File: config.mk
export PLATFORM = sky130hd
export DESIGN_NAME = rx_fifo
export DESIGN_NICKNAME = d
export VERILOG_FILES = /design/src/rtl/rx_fifo.sv
export SDC_FILE = /design/constraint.sdc
export NUM_CORES = 1
export LEC_CHECK = 0
export CAP_MARGIN = 20
export CORE_MARGIN = 2
export CORE_UTILIZATION = 45
export DETAILED_ROUTE_END_ITERATION = 16
export GPL_TIMING_DRIVEN = 1
export PLACE_DENSITY = 0.78
export SLEW_MARGIN = 10
export SYNTH_ARGS = -nofsm -noshare
export SYNTH_HDL_FRONTEND = slang
export SYNTH_SLANG_ARGS = --single-unit
File: constraint.sdc
create_clock -name clk -period 2.65 [get_ports clk]
set_clock_uncertainty 0.15 [all_clocks]
set_input_delay 0.795 -clock clk [delete_from_list [all_inputs] [get_ports clk]]
set_output_delay 0.795 -clock clk [all_outputs]
set_load 0.02 [all_outputs]
File: src/rtl/rx_fifo.sv
// rx_fifo: receive character FIFO with show-ahead read port, sticky overrun,
// threshold interrupt and optional idle-timeout interrupt.
// Optional feature macro: RX_FIFO_TIMEOUT_EN enables the idle-timeout counter
// and timeout_irq; without it timeout_irq is tied low and timeout_cycles is unused.
module rx_fifo #(
  parameter int DEPTH  = 16,
  parameter int ADDR_W = 4
) (
  input  logic              clk,
  input  logic              rst_n,
  input  logic              fifo_en,
  input  logic              rx_success,
  input  logic [8:0]        rx_data,
  input  logic [2:0]        rx_error,
  input  logic              rd_en,
  input  logic              flush,
  input  logic              ovr_clr,
  input  logic [1:0]        trig_level,
  input  logic [15:0]       timeout_cycles,
  output logic [8:0]        rd_data,
  output logic [1:0]        rd_err,
  output logic              fifo_full,
  output logic              fifo_empty,
  output logic [ADDR_W:0]   count,
  output logic              overrun,
  output logic              trig_irq,
  output logic              timeout_irq
);

  localparam logic [ADDR_W:0]   DEPTH_C = (ADDR_W + 1)'(DEPTH);
  localparam logic [ADDR_W:0]   CNT_ONE = (ADDR_W + 1)'(1);
  localparam logic [ADDR_W-1:0] PTR_ONE = ADDR_W'(1);

  // Storage is deliberately not reset; an entry is only visible once written.
  logic [10:0]       mem_q [DEPTH];
  logic [ADDR_W-1:0] rd_ptr_q, rd_ptr_d;
  logic [ADDR_W-1:0] wr_ptr_q, wr_ptr_d;
  logic [ADDR_W:0]   count_q, count_d;
  logic              overrun_q, overrun_d;
  logic              trig_irq_q, trig_irq_d;
  logic [8:0]        thr_s;
  logic [10:0]       head_s;
  logic              empty_s, full_s, pop_s, wr_s, clear_s;
  logic              unused_s;

  assign empty_s = (count_q == {(ADDR_W + 1){1'b0}});
  assign full_s  = (count_q == DEPTH_C);
  assign pop_s   = rd_en & ~empty_s;
  assign clear_s = flush | ~fifo_en;
  // Full is relieved by a same-cycle pop, so write-at-full with pop is legal.
  assign wr_s    = rx_success & fifo_en & ~flush & (~full_s | pop_s);
  assign head_s  = mem_q[rd_ptr_q];

`ifdef RX_FIFO_TIMEOUT_EN
  assign unused_s = rx_error[0];
`else
  assign unused_s = ^{rx_error[0], timeout_cycles};
`endif

  // Next-state for pointers, occupancy, sticky overrun and threshold interrupt.
  always_comb begin
    rd_ptr_d   = rd_ptr_q;
    wr_ptr_d   = wr_ptr_q;
    count_d    = count_q;
    overrun_d  = overrun_q;
    thr_s      = 9'd1;
    if (clear_s) begin
      rd_ptr_d = {ADDR_W{1'b0}};
      wr_ptr_d = {ADDR_W{1'b0}};
      count_d  = {(ADDR_W + 1){1'b0}};
    end else begin
      if (pop_s) begin
        rd_ptr_d = rd_ptr_q + PTR_ONE;
      end else begin
        rd_ptr_d = rd_ptr_q;
      end
      if (wr_s) begin
        wr_ptr_d = wr_ptr_q + PTR_ONE;
      end else begin
        wr_ptr_d = wr_ptr_q;
      end
      case ({wr_s, pop_s})
        2'b10:   count_d = count_q + CNT_ONE;
        2'b01:   count_d = count_q - CNT_ONE;
        default: count_d = count_q;
      endcase
    end
    // A lost character wins over a clear request in the same cycle.
    if (rx_success & fifo_en & full_s & ~pop_s) begin
      overrun_d = 1'b1;
    end else if (ovr_clr) begin
      overrun_d = 1'b0;
    end else begin
      overrun_d = overrun_q;
    end
    case (trig_level)
      2'b00:   thr_s = 9'd1;
      2'b01:   thr_s = 9'd4;
      2'b10:   thr_s = 9'd8;
      2'b11:   thr_s = 9'(DEPTH - 2);
      default: thr_s = 9'd1;
    endcase
    // Compared against the current count, so the interrupt lags count by one cycle.
    trig_irq_d = (9'(count_q) >= thr_s);
  end

  // Control state registers with asynchronous reset.
  always_ff @(posedge clk or negedge rst_n) begin
    if (!rst_n) begin
      rd_ptr_q   <= {ADDR_W{1'b0}};
      wr_ptr_q   <= {ADDR_W{1'b0}};
      count_q    <= {(ADDR_W + 1){1'b0}};
      overrun_q  <= 1'b0;
      trig_irq_q <= 1'b0;
    end else begin
      rd_ptr_q   <= rd_ptr_d;
      wr_ptr_q   <= wr_ptr_d;
      count_q    <= count_d;
      overrun_q  <= overrun_d;
      trig_irq_q <= trig_irq_d;
    end
  end

  // Entry storage write: {frame, parity, data}.
  always_ff @(posedge clk) begin
    if (wr_s) begin
      mem_q[wr_ptr_q] <= {rx_error[2:1], rx_data};
    end
  end

  // Show-ahead read port, forced to zero while empty.
  always_comb begin
    if (empty_s) begin
      rd_data = 9'd0;
      rd_err  = 2'd0;
    end else begin
      rd_data = head_s[8:0];
      rd_err  = head_s[10:9];
    end
  end

`ifdef RX_FIFO_TIMEOUT_EN
  logic [15:0] to_cnt_q, to_cnt_d;
  logic        timeout_irq_q, timeout_irq_d;
  logic        to_clr_s;

  assign to_clr_s = wr_s | pop_s | clear_s | empty_s;

  // Idle counter saturating at the programmed timeout; any activity restarts it.
  always_comb begin
    to_cnt_d      = to_cnt_q;
    timeout_irq_d = 1'b0;
    if (to_clr_s) begin
      to_cnt_d = 16'd0;
    end else if (to_cnt_q < timeout_cycles) begin
      to_cnt_d = to_cnt_q + 16'd1;
    end else begin
      to_cnt_d = timeout_cycles;
    end
    timeout_irq_d = ~to_clr_s & (timeout_cycles != 16'd0) & (to_cnt_d == timeout_cycles);
  end

  // Timeout counter and interrupt registers.
  always_ff @(posedge clk or negedge rst_n) begin
    if (!rst_n) begin
      to_cnt_q      <= 16'd0;
      timeout_irq_q <= 1'b0;
    end else begin
      to_cnt_q      <= to_cnt_d;
      timeout_irq_q <= timeout_irq_d;
    end
  end

  assign timeout_irq = timeout_irq_q;
`else
  assign timeout_irq = 1'b0;
`endif

  assign fifo_full  = full_s;
  assign fifo_empty = empty_s;
  assign count      = count_q;
  assign overrun    = overrun_q;
  assign trig_irq   = trig_irq_q;

endmodule

Yosys cells after proc, flatten, opt, wreduce, memory -nomap -nowiden

Memory sizes are Yosys's and may differ from the RTL's.
Index checks and enable logic that the tools add are counted.

Add/subtract/negate cells: 4
Multiply operators: 0
Divide/modulo/power cells: 0
Magnitude comparators: 1
Equal/unequal tests: 6
Shift operators: 0
Multiplexer cells: 13
Bitwise operators: 13
Reduce and logical (&&, ||, !) cells: 6

Operators with widths:

| operator                                                            | number |
|---|---|
| 9-bit one-hot mux with 4 select lines                               | 1 |
| 4-bit two-way mux                                                   | 4 |
| 5-bit one-hot mux with 2 select lines                               | 1 |
| 5-bit by 9-bit >= comparator with 1-bit output                      | 1 |
| 9-bit two-way mux                                                   | 1 |
| 4-bit by 1-bit adder with 4-bit output (second input constant)      | 2 |
| 1-bit bitwise AND                                                   | 6 |
| 2-bit == test (second input constant)                               | 3 |
| 2-bit nonzero test                                                  | 3 |
| 5-bit by 1-bit adder with 5-bit output (second input constant)      | 1 |
| 5-bit == test (second input constant)                               | 1 |
| 5-bit logical NOT                                                   | 1 |
| 5-bit two-way mux                                                   | 1 |
| 1-bit NOT                                                           | 5 |
| 5-bit by 1-bit subtractor with 5-bit output (second input constant) | 1 |
| 2-bit by 1-bit == test with 1-bit output (second input constant)    | 2 |
| 1-bit two-way mux                                                   | 4 |
| 3-bit nonzero test                                                  | 1 |
| 2-bit logical NOT                                                   | 1 |
| 2-bit two-way mux                                                   | 1 |
| 1-bit OR                                                            | 2 |

Flip-flop bits (word level): 15
Bits in latches: 0
RAM bits: 176
Bits in read-only memories: 0
Word-level logic and storage cells: 49
Memories: 1

Memories:

| memory | depth | width | rd ports | clocked after Yosys merged registers in | wr ports | line | RTL |
|---|---|---|---|---|---|---|---|
| mem_q  | 16    | 11    | 1        | 0                                       | 1        | 35   | `logic [10:0] mem_q [DEPTH];` |

Logic depth before layout (Yosys ltp)

Gate-level depths: netlist of run 1.

Word-level depth: 8
Mapped depth: 10
Depth with buffers taken out: 9

Least setup slack after synthesis of run 1

Ideal clock, no wire load.

Kind: register to register
Start point: register count_q[1] (netlist: count[1])
End point: register count_q[4] (netlist: count[4])
Library setup time: 0.136 ns
Arrival: 2.721 ns
Data required time: 2.364 ns
Path slack: -0.357 ns
Stages on the path, launching flop included: 11
Buffers on the path: 1
Path through: dfrtp_1 or4_1 buf_6 o21ai_1 nand2b_1 inv_1 ha_1 nand2b_1 a21o_1 a2111oi_0 nand3_1

Longest elaborated chain between the ends: 8
Elaborated cells on any way between the ends: 14
Those cells by class: add/sub (2); eq/ne (3); mux (2); bitwise (5); reduce/logical (2)

RTL lines:

| element                                                                          | line | RTL |
|---|---|---|
| from (decl)                                                                      | 38   | `logic [ADDR_W:0] count_q, count_d;` |
| from (signal assigned)                                                           | 112  | `count_q <= {(ADDR_W + 1){1'b0}};` |
| from (signal assigned)                                                           | 118  | `count_q <= count_d;` |
| 5-bit logical NOT                                                                | 46   | `assign empty_s = (count_q == {(ADDR_W + 1){1'b0}});` |
| 1-bit NOT                                                                        | 48   | `assign pop_s = rd_en & ~empty_s;` |
| 1-bit bitwise AND                                                                | 48   |  |
| 1-bit OR                                                                         | 51   | `assign wr_s = rx_success & fifo_en & ~flush & (~full_s \| pop_s);` |
| 1-bit bitwise AND                                                                | 51   |  |
| 2-bit by 1-bit == test with 1-bit output / 2-bit == test (equally long branches) | 82   | `case ({wr_s, pop_s})` |
| 5-bit one-hot mux with 2 select lines                                            | 82   |  |
| 5-bit two-way mux                                                                | 67   | `if (clear_s) begin` |

Several ways; a longest one is shown, not always the timed one.
A chain may end at the register's enable or synchronous reset.

Worst setup path in the final report of run 1

Start point: register rd_ptr_q[0]
End point: output port rd_data[6]

Longest elaborated chain between the ends: 2

RTL lines:

| element                 | line | RTL |
|---|---|---|
| from (decl)             | 36   | `logic [ADDR_W-1:0] rd_ptr_q, rd_ptr_d;` |
| from (signal assigned)  | 110  | `rd_ptr_q <= {ADDR_W{1'b0}};` |
| from (signal assigned)  | 116  | `rd_ptr_q <= rd_ptr_d;` |
| memory read 16 x 11 bit | -    |  |
| 9-bit two-way mux       | 133  | `if (empty_s) begin` |
| to (decl)               | 20   | `output logic [8:0] rd_data,` |

No other way between the ends.

==> run_results.csv, run 1 <==
group,metric,value,unit
run_status,status,"finished, violations left",
run_status,violations,"setup timing",
final_layout,fill_cells,1182,
critical_path,slowest_delay,0.52,ns
clock_tree,cts-hold-fix-buffers,0,
yosys,ys.flop_type,"edfxtp_1",
yosys,synth_area_leaders,"edfxtp_1 (67%), mux4_2 (12%), dfrtp_1 (4.7%)",
global_route,grt_pass1_vias,4695,
placed_design,hpwl,10.8,mm
critical_path,slowest_stage,"mux4_2",
pwr,p_leak,3.59,nW
sta,worstMarginPinSlew,0.702,ns
clock_tree,clock-sinks,191,
flow_run,drv_cap,0,
yosys,yosysSeqAreaShare,71.3,%
final_layout,final_util,59.9,%
min_path,hold_class,"reg -> reg",
critical_path,cp_max_fo,5,
critical_path,cp-start-kind,"flop",
sta,setup_slack,-0.511,ns
yosys,yosysUniqueCellTypes,41,
critical_path,end_kind,"output pin",
yosys,yosys_warnings,0,
clock_tree,root_buffer,"clkbuf_16",
final_layout,areaGrowthSynthToFinish,30.4,%
sta,rsz0062_at_grt,"true",
die,ios,58,
sta,finalCritPeriodShare,119,%
critical_path,worst-path-stages,7,
routing,drt_iter0_drc,306,
yosys,synth_nets,471,
sta,setup_viol,15,
final_layout,antenna_cells,0,
routing,routed_wl,18.0,mm
clock_tree,numCtsBuffers,17,
yosys,synth.avg_cell_area,18.9,um2
placed_design,finalWeightedCongestion,0.792,
yosys,async_reset_ff_share,7.85,%
routing,vias,4466,
critical_path,worst_r2r_path_depth,11,
clock_tree,clockBufferDepth,2,
pwr,p_comb_share,12.2,%
die,die-area,18700,um2
placed_design,place_ws,-0.550,ns
pwr,swShare,22.1,%
pwr,clockPowerShare,39.0,%
critical_path,critPathArrivalTime,2.22,ns
die,die_w,137,um
yosys,synth-seq-cells,191,
clock_tree,h-tree-depth,4,
critical_path,worst_path_most_repeated_cell,"a211oi_2",
pwr,power_frac_seq,48.8,%
critical_path,crit_type,"reg -> out",
yosys,netlist_top_cells_count,"edfxtp_1 (176), mux4_2 (44), a211oi_1 (23)",
clock_tree,clk_latency,0.43,ns
yosys,synth_top_cell_area_share,66.6,%
sta,hold_ws,0.377,ns
routing,via_per_inst,5.66,
clock_tree,cts.clk_slew.worst_paths,0.06,ns
sta,hold_violations,0,
die,core,17300,um2
routing,drc,0,
routing,antenna_left,0,
yosys,yosysMostFrequentCell,"edfxtp_1",
yosys,syn_area,7940,um2
pwr,total_power,6.81,mW
die,die_h,137,um
placed_design,dp_cells,736,
pwr,p_sw,1.51,mW
yosys,synth_enable_flop_cells,176,
yosys,netlist_instances,421,
critical_path,cp.buffers_inverters,3,
sta,slew_viol_final,0,
routing,drtPass1Iterations,4,
pwr,ir_worst_vdd,532,uV
min_path,holdPathStages,2,
pwr,intPower,5.31,mW
routing,wl_per_cell,22.9,um
sta,maxSlewHeadroom,53.0,%
global_route,antenna_found_initial,0,
pwr,powerDensity,658,nW/um2
critical_path,required,1.71,ns
global_route,overflow,0,
clock_tree,cts_tree,"yes",
global_route,grt_first_pass_wirelength,26.9,mm
global_route,grt_max_degree,29,
sta,tns,-6.00,ns
final_layout,final_area,10400,um2
critical_path,cp_top_family,"multiplexers",
sta,fmax,0.316,GHz
placed_design,place_area,9310,um2
final_layout,final_cells,789,
final_layout,nNetsFinal,601,
critical_path,worstPathCellList,"buf_12, buf_8, mux4_2, nor2b_4, a211oi_2, a211oi_2, buf_4",
placed_design,io_buffers,39,
sta,finalCriticalPeriod,3.16,ns
global_route,grt_usage,20.3,%
yosys,yosys.area.top_type,"edfxtp_1",
die,rows,48,
final_layout,drive_above_1_share,43.3,%
die,start_util,45.9,%
power groups by stage:
stage	Clock (mW)	Sequential, mW	Combinational, mW
finish	2.66	3.32	0.832
global route	2.79	3.32	0.874
detailed placement	0	3.39	0.648
global placement	0	3.38	0.636
CTS	2.67	3.32	0.778
floorplan	0	3.40	0.332
tightest hold or removal path, cell delays in order (launching register included):
cell and delay (ns):
dfrtp_1 0.37, inv_1 0.05, o21ai_0 0.06
cell families (layout without fill, tap and decap cells):
| logic type | after synthesis | in the layout | share of synthesized area, % |
|---|---|---|---|
| adders and majority gates | 13 | 13 | 2.14 |
| other | 1 | 1 | 0.0473 |
| xor gates and xnor gates | 4 | 4 | 0.442 |
| and+or+nand+nor | 73 | 73 | 5.08 |
| DFF | 191 | 191 | 71.3 |
| AOI/OAI and AO/OA | 41 | 41 | 3.93 |
| muxes | 62 | 62 | 15.0 |
| buffers and inverters | 36 | 179 | 2.03 |
repair_timing:
item	CTS	global route
resized for setup	113	31
setup buffers	18	6
pin swaps	23	25
endpoints found under the setup margin	16	60
cloned	2	0
cell usage in the layout, fill, tap and decap left out, types with 3 or more instances in the layout:
cell type and instances:
a21oi_2 3, nor2_1 16, dfrtp_2 5, nand2_1 5
inv_1 14, buf_4 76, mux2i_1 12, ha_4 3
buf_8 3, edfxtp_1 176, nand3_1 4, nor2b_1 3
buf_6 13, nor2b_4 8, clkdlybuf4s50_1 24, buf_12 13
a21o_1 4, o211ai_1 4, mux4_2 44, bufinv_16 4
dfrtp_1 10, clkbuf_16 17, mux2_4 4, ha_1 9
xor2_1 3, and2_1 12, a211oi_2 22, nand2b_1 3
state kept, by name (all words and copies together), names as in the netlist:
signal,count
rd_ptr_q,4
trig_irq,1
overrun,1
wr_ptr_q,4
count,5
mem_q,176
cell type report:
| cell class | count | area [um2] | area share (%) |
|---|---|---|---|
| repair buffers | 132 | 1290 | 12.5 |
| well taps | 225 | 282 | 2.72 |
| clock inverters | 14 | 188 | 1.81 |
| flip-flops and latches | 191 | 5670 | 54.7 |
| inverters | 15 | 63.8 | 0.616 |
| clock buffers | 18 | 429 | 4.15 |
| multi-input cells | 194 | 2430 | 23.5 |
final timing paths:
check | slack (ns) | endpoint | start
worst max-delay path | -0.51 | rd_data[6] | rd_ptr_q[0]
worst min-delay path | 0.38 | overrun | overrun
worst max register to register | -0.27 | count[4] | count[1]
worst min register to register | 0.38 | overrun | overrun
max in group asynchronous | 1.22 | rd_ptr_q[0] | rst_n
min in group asynchronous | 0.64 | wr_ptr_q[3] | rst_n
metal layers:
layer | track usage, % | part of all wire, %
met5 | 0 | 0
met4 | 9.51 | 3.1
met3 | 4.00 | 5.2
met2 | 36.1 | 54
met1 | 23.7 | 38
No activity file was read; power rests on OpenSTA's default activity.
==> run 2, diff against run 1 <==
CTS_CLUSTER_SIZE = 12   (was not set)
PLACE_DENSITY = 0.76   (was 0.78)
SKIP_LAST_GASP = 1   (was not set)
==> run_results.csv, run 2 (synthesized netlist as in run 1, its figures left out) <==
group,metric,value,unit
critical_path,cp_max_fo,12,
final_layout,largest_reg_flops,176,
final_layout,antenna_cells,0,
final_layout,areaGrowthSynthToFinish,32.3,%
clock_tree,clockBufferDepth,2,
critical_path,worst-path-stages,7,
routing,wl_per_cell,22.3,um
sta,tns,-6.03,ns
pwr,clockPowerShare,38.5,%
global_route,grt_usage,20.4,%
sta,worstMarginPinSlew,0.639,ns
final_layout,final_cell_mix,"edfxtp_1 (176), buf_4 (96), mux4_2 (44), clkdlybuf4s50_1 (26), a211oi_2 (19)",
pwr,p_comb_share,11.8,%
critical_path,cp_top_family,"multiplexers",
die,core,17300,um2
min_path,hold_class,"reg -> reg",
placed_design,io_buffers,39,
critical_path,cp-start-kind,"flop",
critical_path,regToRegSetupSlack,-0.18,ns
critical_path,worstPathCellList,"buf_4, buf_12, mux4_2, nor2b_1, a211oi_2, a211oi_2, buf_2",
critical_path,required,1.71,ns
pwr,powerDensity,637,nW/um2
run_status,violations,"setup timing",
critical_path,worst_path_most_repeated_cell,"a211oi_2",
routing,drc,0,
clock_tree,cts.clk_slew.worst_paths,0.07,ns
final_layout,fill_cells,1202,
pwr,p_leak,3.63,nW
pwr,total_power,6.68,mW
sta,hold_violations,0,
die,die-area,18700,um2
pwr,swShare,23.5,%
sta,fmax,0.313,GHz
critical_path,endpoint,"rd_err[0]",
final_layout,final_util,60.7,%
pwr,ir_worst_vdd,455,uV
critical_path,rr_startpoint,"count[1]",
final_layout,layout_commonest_cell,"edfxtp_1",
final_layout,top_register,"mem_q",
die,ios,58,
sta,rsz0062_at_grt,"true",
die,die_h,137,um
routing,routed_wl,18.0,mm
routing,via_per_inst,5.58,
run_status,status,"finished, violations left",
placed_design,place_ws,-0.654,ns
flow_run,drv_cap,0,
global_route,grt_pass1_vias,4672,
routing,antenna_left,0,
critical_path,cp.buffers_inverters,3,
sta,finalCriticalPeriod,3.19,ns
routing,drt_iter0_drc,414,
routing,vias,4497,
die,start_util,45.9,%
sta,maxSlewHeadroom,56.9,%
pwr,power_frac_seq,49.7,%
sta,setup_viol,15,
critical_path,slowest_stage,"mux4_2",
clock_tree,h-tree-depth,4,
critical_path,crit_path_start,"rd_ptr_q[0]",
critical_path,worst_r2r_path_depth,12,
placed_design,finalWeightedCongestion,0.859,
sta,slew_viol_final,0,
clock_tree,clock-sinks,191,
global_route,overflow,0,
clock_tree,cts_tree,"yes",
critical_path,critPathArrivalTime,2.25,ns
critical_path,r2r_end,"count[4]",
sta,finalCritPeriodShare,121,%
die,rows,48,
placed_design,hpwl,11.6,mm
die,die_w,137,um
routing,drtPass1Iterations,5,
critical_path,crit_type,"reg -> out",
final_layout,drive_above_1_share,46.3,%
clock_tree,clk_latency,0.43,ns
sta,setup_slack,-0.544,ns
global_route,antenna_found_initial,0,
clock_tree,root_buffer,"clkbuf_16",
global_route,grt_first_pass_wirelength,27.3,mm
final_layout,nNetsFinal,618,
sta,hold_ws,0.383,ns
clock_tree,numCtsBuffers,17,
pwr,intPower,5.11,mW
critical_path,end_kind,"output pin",
global_route,grt_max_degree,19,
pwr,p_sw,1.57,mW
critical_path,slowest_delay,0.50,ns
run 2: area by class of cell:
class                   count  area (um2)  share of cell area, %
clock inverters            15         178                   1.69
clock buffers              17         425                   4.05
repair buffers            149        1390                   13.2
inverters                  15        61.3                  0.584
multi-input cells         194        2500                   23.8
flip-flops and latches    191        5670                   54.0
well taps                 225         282                   2.68
run 2: per-layer routing:
layer | share of wire (%) | track usage, % | wire, um | vias to the layer above
met5 | 0 | 0 | 0 | -
met2 | 53 | 34.8 | 9490 | 151
met3 | 4.9 | 3.07 | 878 | 31
met1 | 40 | 25.9 | 7100 | 2332
li1 | - | - | - | 1983
met4 | 2.8 | 9.22 | 495 | 0
run 2: per-stage QoR:
stage	std cells	instance area (um2)
after floorplan	421	8050
after global placement	749	9350
after detailed placement	749	9350
after CTS	802	10300
after global routing	806	10500
final	806	10500
run 2: worst min-delay path by stage:
stage	depth (start not counted)	to	startpoint
after floorplan	0	count[0]	rst_n
after global placement	2	overrun	overrun
after detailed placement	2	overrun	overrun
after CTS	2	overrun	overrun
after global routing	2	overrun	overrun
final	2	overrun	overrun
run 2: power by group through the flow:
stage               Sequential [mW]  Clock (mW)  Combinational, mW
global placement               3.38           0              0.639
CTS                            3.32        2.61              0.756
floorplan                      3.40           0              0.332
global route                   3.32        2.73              0.834
detailed placement             3.39           0              0.659
finish                         3.32        2.57              0.791
run 2: what timing repair did:
action / CTS / global route
cloned: 1 / 1
hold buffers: 0 / 0
resized for setup: 111 / 31
pin swaps: 20 / 17
endpoints found under the setup margin: 60 / 139
setup buffers: 21 / 6
run 2: tightest hold or removal path, cell delays in order, from the launching register on:
cell and delay, ns:
dfrtp_1 0.38, inv_1 0.05, o21ai_0 0.07
